<file path="src/rtl/glitch_sweep_ctrl.sv">
// Sweep scheduler for the glitch datapath: walks an (offset, duration) grid,
// repeating each point, and sequences reset / settle / arm / wait / log per attempt.
module glitch_sweep_ctrl #(
  parameter int W           = 32,
  parameter int SETTLE_CYC  = 1024,
  parameter int TIMEOUT_CYC = 65536,
  parameter int RW          = 8
) (
  input  logic          clk,
  input  logic          rst_n,
  input  logic          start,
  input  logic          abort,
  input  logic          stop_on_hit,
  input  logic [W-1:0]  off_start,
  input  logic [W-1:0]  off_end,
  input  logic [W-1:0]  off_step,
  input  logic [W-1:0]  dur_start,
  input  logic [W-1:0]  dur_end,
  input  logic [W-1:0]  dur_step,
  input  logic [RW-1:0] repeat_n,
  input  logic          result_valid,
  input  logic          result_hit,
  output logic          target_reset,
  output logic          start_offset_counter,
  output logic [W-1:0]  glitch_offset,
  output logic [W-1:0]  glitch_duration,
  output logic          busy,
  output logic          done,
  output logic          att_valid,
  output logic          att_hit,
  output logic          att_timeout
);

  localparam int SW = $clog2(SETTLE_CYC + 1);
  localparam int TW = $clog2(TIMEOUT_CYC + 1);
  localparam logic [SW-1:0] SETTLE_LAST  = SW'(SETTLE_CYC - 1);
  localparam logic [TW-1:0] TIMEOUT_LAST = TW'(TIMEOUT_CYC - 1);

  typedef enum logic [2:0] {
    S_IDLE, S_RST, S_SETTLE, S_ARM, S_WAIT_RES, S_LOG, S_NEXT, S_DONE
  } state_t;

  state_t        state;
  logic [W-1:0]  cfg_off_start, cfg_off_end, cfg_off_step;
  logic [W-1:0]  cfg_dur_start, cfg_dur_end, cfg_dur_step;
  logic [RW-1:0] cfg_repeat;
  logic          cfg_stop_on_hit;
  logic [W-1:0]  cur_off, cur_dur;
  logic [RW-1:0] rep;
  logic [SW-1:0] settle_cnt;
  logic [TW-1:0] timer;
  logic          last_hit;

  logic [W:0]    nxt_off_w, nxt_dur_w;
  logic          off_wrap, dur_wrap;
  logic [RW-1:0] rep_eff;
  logic          rep_more;
  logic [TW-1:0] timer_next;
  logic          timed_out;

  // The extra carry bit catches steps that overflow W bits, which end the axis
  // just like stepping past its end value; an inverted range collapses to its start.
  assign nxt_off_w  = {1'b0, cur_off} + {1'b0, cfg_off_step};
  assign nxt_dur_w  = {1'b0, cur_dur} + {1'b0, cfg_dur_step};
  assign off_wrap   = nxt_off_w[W] || (nxt_off_w[W-1:0] > cfg_off_end) || (cfg_off_step == '0);
  assign dur_wrap   = nxt_dur_w[W] || (nxt_dur_w[W-1:0] > cfg_dur_end) || (cfg_dur_step == '0);
  assign rep_eff    = (cfg_repeat == '0) ? RW'(1) : cfg_repeat;
  assign rep_more   = ({1'b0, rep} + (RW+1)'(1)) < {1'b0, rep_eff};
  assign timer_next = timer + TW'(1);
  assign timed_out  = (timer_next == TIMEOUT_LAST);

  assign glitch_offset   = cur_off;
  assign glitch_duration = cur_dur;

  always_ff @(posedge clk or negedge rst_n) begin
    if (!rst_n) begin
      state                <= S_IDLE;
      cfg_off_start        <= '0;
      cfg_off_end          <= '0;
      cfg_off_step         <= '0;
      cfg_dur_start        <= '0;
      cfg_dur_end          <= '0;
      cfg_dur_step         <= '0;
      cfg_repeat           <= '0;
      cfg_stop_on_hit      <= 1'b0;
      cur_off              <= '0;
      cur_dur              <= '0;
      rep                  <= '0;
      settle_cnt           <= '0;
      timer                <= '0;
      last_hit             <= 1'b0;
      target_reset         <= 1'b0;
      start_offset_counter <= 1'b0;
      busy                 <= 1'b0;
      done                 <= 1'b0;
      att_valid            <= 1'b0;
      att_hit              <= 1'b0;
      att_timeout          <= 1'b0;
    end else begin
      target_reset         <= 1'b0;
      start_offset_counter <= 1'b0;
      done                 <= 1'b0;
      att_valid            <= 1'b0;
      att_hit              <= 1'b0;
      att_timeout          <= 1'b0;

      if (abort) begin
        state <= S_IDLE;
        busy  <= 1'b0;
      end else begin
        case (state)
          S_IDLE: begin
            if (start) begin
              cfg_off_start   <= off_start;
              cfg_off_end     <= off_end;
              cfg_off_step    <= off_step;
              cfg_dur_start   <= dur_start;
              cfg_dur_end     <= dur_end;
              cfg_dur_step    <= dur_step;
              cfg_repeat      <= repeat_n;
              cfg_stop_on_hit <= stop_on_hit;
              cur_off         <= off_start;
              cur_dur         <= dur_start;
              rep             <= '0;
              target_reset    <= 1'b1;
              busy            <= 1'b1;
              state           <= S_RST;
            end
          end
          S_RST: begin
            settle_cnt <= '0;
            state      <= S_SETTLE;
          end
          S_SETTLE: begin
            if (settle_cnt == SETTLE_LAST) begin
              start_offset_counter <= 1'b1;
              state                <= S_ARM;
            end else begin
              settle_cnt <= settle_cnt + SW'(1);
            end
          end
          S_ARM: begin
            timer <= '0;
            state <= S_WAIT_RES;
          end
          S_WAIT_RES: begin
            // A result arriving on the timeout cycle still counts as a real outcome.
            if (result_valid) begin
              att_valid <= 1'b1;
              att_hit   <= result_hit;
              last_hit  <= result_hit;
              state     <= S_LOG;
            end else if (timed_out) begin
              att_valid   <= 1'b1;
              att_timeout <= 1'b1;
              last_hit    <= 1'b0;
              state       <= S_LOG;
            end else begin
              timer <= timer_next;
            end
          end
          S_LOG: begin
            if (cfg_stop_on_hit && last_hit) begin
              done  <= 1'b1;
              state <= S_DONE;
            end else begin
              state <= S_NEXT;
            end
          end
          S_NEXT: begin
            if (rep_more) begin
              rep          <= rep + RW'(1);
              target_reset <= 1'b1;
              state        <= S_RST;
            end else begin
              rep <= '0;
              if (!off_wrap) begin
                cur_off      <= nxt_off_w[W-1:0];
                target_reset <= 1'b1;
                state        <= S_RST;
              end else begin
                cur_off <= cfg_off_start;
                if (dur_wrap) begin
                  done  <= 1'b1;
                  state <= S_DONE;
                end else begin
                  cur_dur      <= nxt_dur_w[W-1:0];
                  target_reset <= 1'b1;
                  state        <= S_RST;
                end
              end
            end
          end
          S_DONE: begin
            busy  <= 1'b0;
            state <= S_IDLE;
          end
          default: begin
            busy  <= 1'b0;
            state <= S_IDLE;
          end
        endcase
      end
    end
  end

endmodule
</file>
<file path="config.mk">
export PLATFORM = sky130hd
export DESIGN_NAME = glitch_sweep_ctrl
export DESIGN_NICKNAME = d
export VERILOG_FILES = /design/src/rtl/glitch_sweep_ctrl.sv
export SDC_FILE = /design/constraint.sdc
export NUM_CORES = 1
export LEC_CHECK = 0
export BUFFER_PORTS_ARGS = -buffer_cell sky130_fd_sc_hd__buf_2
export CAP_MARGIN = 20
export CORE_MARGIN = 2
export CORE_UTILIZATION = 50
export CTS_CLUSTER_SIZE = 40
export DETAILED_ROUTE_END_ITERATION = 7
export GPL_TIMING_DRIVEN = 0
export PLACE_DENSITY = 0.82
export SYNTH_ARGS = -nofsm -noshare
export SYNTH_HDL_FRONTEND = slang
export SYNTH_SLANG_ARGS = --single-unit
</file>
<file path="constraint.sdc">
create_clock -name clk -period 6.3 [get_ports clk]
set_clock_uncertainty 0.1 [all_clocks]
set_input_delay 0.63 -clock clk [delete_from_list [all_inputs] [get_ports clk]]
set_output_delay 0.63 -clock clk [all_outputs]
set_load 0.005 [all_outputs]
</file>
Word level (Yosys, flattened, before mapping)

Cells that the tools add are included.

ROM bits: 0
Memory bits (writable): 0
Bits in latches: 0
Word-level logic and storage cells: 131
Register bits: 280
Memories: 0
Input bits: 207
Output and inout port bits: 71

Bitwise operators: 1
Multiply operators: 0
Add/sub/neg operators: 6
Mux-type cells: 58
Reduce and logical (&&, ||, !) cells: 23
$lt $le $gt $ge: 3
Divide/modulo/power cells: 0
Equal/unequal tests: 19
Shift-type cells: 0

Operators by type and width:

| cell                                                               | number |
|---|---|
| 32-bit 2-to-1 mux                                                  | 7 |
| 32-bit one-hot mux with 2 select lines                             | 2 |
| 32-bit by 32-bit adder with 33-bit output                          | 2 |
| 32-bit greater-than comparator                                     | 2 |
| 32-bit logical NOT                                                 | 2 |
| 17-bit 2-to-1 mux                                                  | 2 |
| 17-bit one-hot mux with 2 select lines                             | 1 |
| 1-bit 2-to-1 mux                                                   | 28 |
| 3-bit 2-to-1 mux                                                   | 8 |
| 8-bit 2-to-1 mux                                                   | 3 |
| 3-bit one-hot mux with 8 select lines                              | 1 |
| 11-bit one-hot mux with 2 select lines                             | 1 |
| 17-bit by 1-bit adder with 17-bit output (second input constant)   | 1 |
| 17-bit by 16-bit == test with 1-bit output (second input constant) | 1 |
| 8-bit one-hot mux with 2 select lines                              | 1 |
| 3-bit AND reduction                                                | 5 |
| 2-bit != test (second input constant)                              | 7 |
| 3-bit == test (second input constant)                              | 4 |
| 11-bit by 1-bit adder with 11-bit output (second input constant)   | 1 |
| 11-bit by 10-bit == test with 1-bit output (second input constant) | 1 |
| 11-bit 2-to-1 mux                                                  | 1 |
| 8-bit by 1-bit adder with 9-bit output (second input constant)     | 1 |
| 9-bit by 8-bit < comparator with 1-bit output                      | 1 |
| 8-bit by 1-bit adder with 8-bit output (second input constant)     | 1 |
| 15 further kinds                                                   | 26 |

Logic depth before layout (Yosys ltp)

Gate-level depths: netlist of run 1.

Depth after elaboration: 9
Depth in mapped cells: 24
Mapped depth without buffers: 21

Least setup slack after synthesis of run 1

OpenSTA, ideal clock, no wires.

Path type: flip-flop to flip-flop
Start: register cur_dur[12], in the netlist glitch_duration[12]
End: register cur_dur[31], in the netlist glitch_duration[31]
Data required time: 6073 ps
Data arrival time: 5100 ps
Path slack: 973 ps
Cell stages (with the launch flop): 23
Buffers on the path: 3
Path through: dfrtp_1 > ha_1 > buf_2 > nand4_1 > nor3_1 > nor4_1 > a2111oi_0 > nor2_1 > a311oi_1 > mux2i_1 > a211o_1 > ha_1 > nand4_1 > or4_1 > o21bai_1 > o22a_1 > o311a_1 > o31ai_1 > a211oi_4 > or2_1 > buf_4 > buf_6 > mux2_1

Longest elaborated chain between the ends: 6
Elaborated cells between the ends (all ways): 10
Those cells by class: add/sub (1); order compare (1); eq/ne (1); mux (4); reduce/logical (3)

RTL lines:

| item                                        | line | source |
|---|---|---|
| from (decl)                                 | 48   | `logic [W-1:0] cur_off, cur_dur;` |
| from (signal assigned)                      | 123  | `cur_dur <= dur_start;` |
| from (signal assigned)                      | 187  | `cur_dur <= nxt_dur_w[W-1:0];` |
| 32-bit by 32-bit adder with 33-bit output * | 64   | `assign nxt_dur_w = {1'b0, cur_dur} + {1'b0, cfg_dur_step};` |
| 32-bit greater-than comparator              | 66   | `assign dur_wrap = nxt_dur_w[W] \|\| (nxt_dur_w[W-1:0] > cfg_dur_end) \|\| (cfg_dur_step == '0);` |
| 1-bit logical OR (2 in a row)               | 66   |  |
| 2-bit != test (no line)                     | n/a  |  |
| 6-bit AND reduction (no line)               | n/a  |  |

Mark *: on every way between the ends. The rest lies on a longest branch, timed or not. The select of a mux whose other input is x is not followed.
A chain may end at the register's enable or synchronous reset.

Final worst setup path of run 1

Start: register cur_off[12], in the netlist glitch_offset[12]
End: register cur_dur[31], in the netlist glitch_duration[31]

Longest elaborated chain between the ends: 6

RTL lines:

| item                                        | line | source |
|---|---|---|
| from (decl)                                 | 48   |  |
| from (signal assigned)                      | 122  | `cur_off <= off_start;` |
| from (signal assigned)                      | 178  | `cur_off <= nxt_off_w[W-1:0];` |
| from (signal assigned)                      | 182  | `cur_off <= cfg_off_start;` |
| 32-bit by 32-bit adder with 33-bit output * | 63   | `assign nxt_off_w = {1'b0, cur_off} + {1'b0, cfg_off_step};` |
| 32-bit greater-than comparator              | 65   | `assign off_wrap = nxt_off_w[W] \|\| (nxt_off_w[W-1:0] > cfg_off_end) \|\| (cfg_off_step == '0);` |
| 1-bit logical OR * (2 in a row)             | 65   |  |
| 2-bit != test (no line) *                   | n/a  |  |
| 6-bit AND reduction (no line) *             | n/a  |  |

Mark *: on every way between the ends. The rest lies on a longest branch, timed or not.

==> results of run 1 <==
## registers in the layout, indices dropped and copies added, names as in the netlist, 11 cells and up
register,count
cfg_off_start,32
cfg_off_step,32
cfg_dur_end,32
glitch_offset,32
timer,17
cfg_dur_step,32
settle_cnt,11
cfg_off_end,32
glitch_duration,32
## metal layers
metal | track usage (%) | vias up
li1 | - | 7809
met1 | 44.7 | 8157
met2 | 48.4 | 866
met3 | 5.12 | 179
met4 | 16.1 | 0
met5 | 0 | -
## cells by family after synthesis
| kind of cell | Yosys count | synth area share [%] |
|---|---|---|
| adder cells (fa/ha/maj) | 141 | 10.2 |
| multiplexers | 55 | 3.57 |
| AO/OA/AOI/OAI | 469 | 17.0 |
| buffers and inverters | 185 | 4.25 |
| AND/OR/NAND/NOR | 837 | 21.1 |
| XOR/XNOR | 70 | 3.53 |
| flip-flops | 280 | 40.3 |
## stage by stage
step	worst slack, ns	instance area (um2)	utilization (%)	hold slack, ns	std cells
after floorplan	0.973	17400	-	0.234	2037
after global placement	-0.644	19300	56.2	0.351	2768
after detailed placement	-0.426	19400	56.5	0.357	2772
after CTS	0.0305	20600	59.8	0.131	2831
after global routing	-0.0431	20600	60.1	0.139	2833
final	0.145	20700	60.1	0.143	2834
## cells in the final DEF (no fill, tap or decap), drive strengths merged, types with 5 or more instances in the layout
master / instances
nand2: 515
nor2: 88
o21ai: 156
ha: 139
a31o: 6
mux2: 26
o41ai: 7
a21oi: 97
a21o: 31
o21bai: 11
nor4: 29
o21a: 10
a21boi: 7
a31oi: 34
clkbuf: 105
o211ai: 26
buf: 301
and4: 7
nand4: 27
nand2b: 14
dfrtp: 280
inv: 100
xor2: 30
and3: 28
a41oi: 5
or3: 8
clkinv: 9
o31ai: 19
mux2i: 29
nor2b: 8
bufinv: 6
a22o: 5
nand3: 56
a221oi: 7
a211oi: 19
or4: 7
nor3: 35
xnor2: 40
## worst paths after layout
path | to | slack (ns)
max | glitch_duration[31]$_DFFE_PN0P_ | 0.14
max in group asynchronous | cfg_off_step[10]$_DFFE_PN0P_ | 4.15
max reg2reg | glitch_duration[31]$_DFFE_PN0P_ | 0.14
min reg2reg | cfg_stop_on_hit$_DFFE_PN0P_ | 0.38
min in group asynchronous | glitch_duration[5]$_DFFE_PN0P_ | 0.46
min | cfg_off_step[4]$_DFFE_PN0P_ | 0.14
## repair_timing
item	in CTS	in global routing
pin swaps	1	2
buffers inserted	2	2
resized for setup	5	17
hold endpoints to repair	57	0
setup endpoints to repair	59	58
hold buffers	1	0
## critical path, cell delays in order (launching register included)
cell and delay [ns]:
dfrtp_1 0.42, ha_1 0.30, clkbuf_1 0.20, a21oi_1 0.23, o21ai_0 0.18, a221oi_2 0.40, nand4b_1 0.31, a21oi_1 0.34
nor4_1 0.09, or3b_2 0.53, ha_1 0.34, nand4_1 0.15, nor4_1 0.39, a22oi_1 0.18, nand3_1 0.32, o31ai_4 0.15
buf_4 0.21, a211oi_4 0.36, or2_1 0.16, buf_4 0.15, buf_6 0.18, mux2_1 0.33
## cell type report
cell class	instances	share of cell area, %
tap	455	2.76
antenna	1	0.0121
inverter	100	1.82
clock inverter	19	1.25
sequential	280	33.9
buffer	85	1.77
multi-input combinational	1572	47.0
clock buffer	37	4.11
timing repair buffer	285	7.31
## power groups by stage
stage	registers [uW]	logic [uW]	clock network [uW]
after floorplan	2550	3610	0
after global placement	2680	4970	0
after detailed placement	2690	5160	0
after CTS	2660	5240	1990
after global routing	2720	5990	2070
final	2680	5420	1980
==> key figures, run 1 <==
Outcome
  – Run status: finished, final reports clean

Global route
  – Remaining global-route overflow: 0
  – Vias in the first global route: 16,616
  – Largest net degree at the start of global routing: roughly 120
  – First-pass GRT wire length: roughly 90 mm
  – Antenna violations before repair: 0
  – GRT Overall Usage: ~32%

Clocking
  – H-tree Lvls: 1
  – Clk buf depth: 3
  – Total CTS buffers: 30
  – Clk_lat worst skew: around 0.57 ns
  – Clock transition at path regs: about 0.070 ns
  – CTS Sinks: 280
  – CTS tree: done
  – Root buf cell: clkbuf_16

STA
  – Final period util: a little over nine tenths
  – Max Fclk: around 160 MHz
  – Slew headroom: a little over a third
  – Post-layout min period: roughly 6.2 ns
  – Pins Over Slew Limit: 0
  – Endpoints failing setup: 0
  – Final hold viol count: 0
  – Setup TNS: 0 ns
  – Slew @ Worst Pin: 0.967 ns

Route
  – Uppermost layer routed: met4
  – DRT iter0 DRCs: 1,828
  – Via Count: 17,011
  – Drt first pass iters: 6
  – Met1 wire length: 24.4 mm
  – Via-per-instance ratio: about 6
  – Met3 routed WL: around 5.5 mm
  – Wire length on met2: about 25 mm
  – DRT Wirelength: approximately 59 mm
  – ANT nets after route: 0
  – DRC viols: 0
  – Routed length per instance: approximately 21 um

Logic synthesis
  – Async set or reset register ratio after synthesis: between 90% and 100%
  – Syn avg cell area: approximately 8.5 um2
  – Synth area leader: dfrtp_1
  – Mapped Nets: between 2,000 and 2,500
  – Post-Syn Instances: between 2,000 and 2,500
  – Post-synth top area share: about two fifths
  – Top post-synthesis cells by area: dfrtp_1 40%, nand2_1 11%, ha_1 10%, o21ai_0 4.4%, a21oi_1 2.8%
  – Synthesized flop and latch total: 280
  – Register area share after synthesis: around two fifths
  – Post-synth EDFFs: 0
  – Yosys cell types: about 70
  – Commonest cells in the netlist: 515 x nand2_1, 280 x dfrtp_1, 152 x o21ai_0
  – Top_reg_cell synth: dfrtp_1
  – Most numerous cell in the Yosys netlist: nand2_1
  – Synth warnings: 0
  – Post-Syn Area: ~17,000 um2

Cells and area
  – Fill cell count: approximately 3,100
  – Multi-input gate area: roughly 9700 um2
  – Layout cells sized above 1: about 17%
  – Area grow syn2layout: 18.9%
  – Net count, final: ~2,700
  – Register area: around 7000 um2

Power
  – Sw Share: between 40% and 50%
  – Power share of the clock group: 19.7%
  – Design Power: between 10,000 and 15,000 uW
  – VDD IR max: roughly 270 uV
  – Logic pwr share: a little over half
  – P_leak: about 0.010 uW
  – Reg power frac: about a quarter
  – Switching power: roughly 4500 uW
  – Pint: 5580 uW
  – PD cells: approximately 490 nW/um2

Floorplanning
  – Die ar.: ~36,000 um2
  – CORE AREA: 34,400 um2
  – Initial Utilization: approximately 51%
  – Row count: 68
  – Die span in y: approximately 190 um
  – Die width: about 190 um
  – Top Ports: roughly 280

Min path
  – Worst min-delay path category: input pin to register
  – Hold Crit Depth: 3
  – Hold Crit Start: off_step[4]

Setup path
  – Startpoint Class: register
  – WP data arrival: around 6.5 ns
  – R2R cell count: 21
  – Crit path required time: 6.65 ns
  – CP endpoint kind: register
  – Crit path from: glitch_offset[12]$_DFFE_PN0P_
  – R2r startpoint: glitch_offset[12]$_DFFE_PN0P_
  – Crit Path Class: register to register
  – Crit path max fanout: 10

Placed design
  – GPL Wtd Cong: around 0.96
  – Port bufs: ~280
  – HPWL Detailed: 44.9 mm

Run
  – Max cap viols: 0
No activity file was read; power rests on OpenSTA's default activity.
==> inputs of run 2 (changes only) <==
- CORE_ASPECT_RATIO: not set -> 1.4
- GPL_TIMING_DRIVEN: 0 -> 1
==> run 2 against run 1 <==
The run now ends with hold timing left. Sequential power about the same. Clock power fell by 6%. Sequential share of layout area is 0.76 points higher. Largest cell class unchanged. Via count decreased by 4.9%. Worst hold slack got worse by 0.15 ns. Non-clock buffer count decreased by 75. Combinational power fell by 3%.
==> key figures, run 2 (same netlist as run 1, synthesis figures left out) <==
Outcome
  – Run status: finished with violations
  – Violated checks: hold timing

Clocking
  – H-tree Lvls: 1
  – Total CTS buffers: 29
  – Clock transition at path regs: 0.07 ns
  – CTS-repair resized insts: 0
  – Root buf cell: clkbuf_16
  – Clk_lat worst skew: between 0.5 and 0.6 ns
  – CTS Sinks: 280
  – Clk buf depth: 3
  – CTS tree: done
  – # Post-CTS Setup Buffers: 0
  – # hold bufs at CTS: 0

Route
  – Routed length per instance: 19.4 um
  – DRT iter0 DRCs: between 1,000 and 1,500
  – DRT Wirelength: between 50 and 60 mm
  – Wire length on met2: around 27 mm
  – DRC viols: 0
  – Uppermost layer routed: met4
  – Met1 wire length: around 20 mm
  – Drt first pass iters: 5
  – ANT nets after route: 0
  – Via Count: 16,174
  – Met3 routed WL: between 3 and 4 mm
  – Via-per-instance ratio: slightly below 6

Setup path
  – R2R cell count: 21
  – CP bufs+invs: 2
  – CP Cell Sequence: ha_1 > inv_1 > fa_1 > and2b_1 > o31a_2 > o21ai_2 > o21ai_0 > a221oi_1 > o21ba_2 > o41ai_1 > xor2_1 > ha_1 > nand4_1 > nor2_1 > nand3_1 > or3_1 > o31a_1 > nor2_2 > buf_4 > mux2i_1 > o211ai_1
  – Startpoint Class: register
  – Reg-to-reg endpoint: glitch_offset[24]$_DFFE_PN0P_
  – Crit Path Class: register to register
  – Critical path's slowest cell: a221oi_1
  – R2r setup slk: ~0.5 ns
  – Crit path required time: about 6.6 ns
  – CP top delay family: compound AO/OA/AOI/OAI gates
  – WP data arrival: approximately 6.1 ns
  – Crit path from: glitch_offset[0]$_DFFE_PN0P_
  – CP endpoint kind: register
  – Max incr delay on CP: roughly 0.67 ns
  – Crit path max fanout: 10
  – Crit-path most repeated cell: ha_1
  – R2r startpoint: glitch_offset[0]$_DFFE_PN0P_

Global route
  – Antenna violations before repair: 1
  – GRT Overall Usage: between 20 and 30%
  – Remaining global-route overflow: 0
  – Largest net degree at the start of global routing: 180
  – Vias in the first global route: 16,332
  – First-pass GRT wire length: between 80 and 90 mm

STA
  – RSZ-0062 raised after global routing: no
  – Pins Over Slew Limit: 0
  – Max Fclk: between 150 and 200 MHz
  – Slew headroom: roughly 32%
  – Slew @ Worst Pin: between 1 and 1.5 ns
  – Post-layout min period: approximately 5.8 ns
  – Final hold viol count: 4
  – Min Hold Slack: -0.00991 ns
  – Final period util: between 90 and 100%
  – Setup TNS: 0 ns
  – Endpoints failing setup: 0

Floorplanning
  – CORE AREA: 34,100 um2
  – Die ar.: between 30,000 and 40,000 um2
  – Row count: 80
  – Die width: approximately 160 um
  – Initial Utilization: ~50%
  – Die span in y: approximately 220 um
  – Top Ports: roughly 280

Placed design
  – HPWL Detailed: about 40 mm
  – Placed Cells: 2,698
  – Port bufs: approximately 280
  – GPL Wtd Cong: around 0.93

Cells and area
  – Layout Cells excl Fill: between 2,000 and 3,000
  – Net count, final: 2,626
  – Layout cells sized above 1: roughly 17%
  – Most common cell after layout, fill and taps aside: nand2_1
  – Most frequent cells in the layout: 515 x nand2_1, 280 x dfrtp_1, 276 x buf_2, 152 x o21ai_0, 139 x ha_1
  – Area grow syn2layout: 16.3%
  – Core Util, Final: between 50% and 60%

Min path
  – Worst min-delay path category: input pin to async pin

Power
  – VDD IR max: between 200 and 300 uV
  – Power share of the clock group: between 10% and 20%
  – PD cells: slightly below 500 nW/um2
  – Switching power: between 4000 and 5000 uW
  – P_leak: between 0.009 and 0.01 uW
  – Design Power: 9760 uW
  – Pint: 5480 uW
  – Reg power frac: 27.1%
  – Sw Share: 43.9%
  – Logic pwr share: 53.7%

Run
  – Max cap viols: 0
-- run 2: cell types whose count changed in the layout (fill, tap and decap cells not counted), moves of 6 or more --
| cell | delta |
|---|---|
| clkbuf_1 | -66 |
| buf_4 | +10 |
| buf_1 | -6 |
| buf_2 | -6 |
-- run 2: power by group through the flow --
stage,logic [uW],clock network [uW],registers (uW)
after floorplan,3610,0,2550
after global placement,5020,0,2650
after detailed placement,5150,0,2670
after CTS,5190,1900,2640
after global routing,5820,1970,2700
final,5240,1870,2650
-- run 2: worst max path at each step --
stage | endpoint | slack [ns] | cells after the start
2_1_floorplan | glitch_duration[31]$_DFFE_PN0P_ | 0.97 | 22
3_3_place_gp | glitch_duration[5]$_DFFE_PN0P_ | 0.63 | 21
3_5_place_dp | glitch_duration[5]$_DFFE_PN0P_ | 0.58 | 20
4_1_cts | glitch_duration[10]$_DFFE_PN0P_ | 0.57 | 20
5_1_grt | glitch_duration[10]$_DFFE_PN0P_ | 0.07 | 21
6_report | glitch_offset[24]$_DFFE_PN0P_ | 0.50 | 21
-- run 2: final cells by class --
cell class | instances | area, um2
Multi-Input combinational cell | 1572 | 9660
Tap cell | 451 | 564
Timing Repair Buffer | 295 | 1560
Sequential cell | 280 | 7010
Clock inverter | 16 | 218
Antenna cell | 1 | 2.50
Clock buffer | 36 | 812
Fill cell | 2935 | 13900
Inverter | 100 | 375
-- run 2: routing by layer --
layer,vias up,global-route usage (%)
li1,7627,-
met1,7692,33.4
met2,671,52.0
met3,184,4.24
met4,0,16.5
met5,-,0
-- run 2: per-stage QoR --
| step | instance area (um2) | worst slack (ns) |
|---|---|---|
| 4_1_cts | 20200 | 0.568 |
| 3_5_place_dp | 19200 | 0.581 |
| 3_3_place_gp | 19200 | 0.631 |
| 5_1_grt | 20200 | 0.0655 |
| 6_report | 20200 | 0.502 |
| 2_1_floorplan | 17400 | 0.973 |
-- run 2: worst reg2reg max path: cells and delay by family (launching register included) --
family / cells / cell delay, ns
AO/OA/AOI/OAI: 8 / 2.18
XOR/XNOR: 1 / 0.17
adder cells (fa/ha/maj): 3 / 0.77
buffers and inverters: 2 / 0.35
flip-flops: 1 / 0.41
multiplexers: 1 / 0.22
AND/OR/NAND/NOR: 6 / 1.44
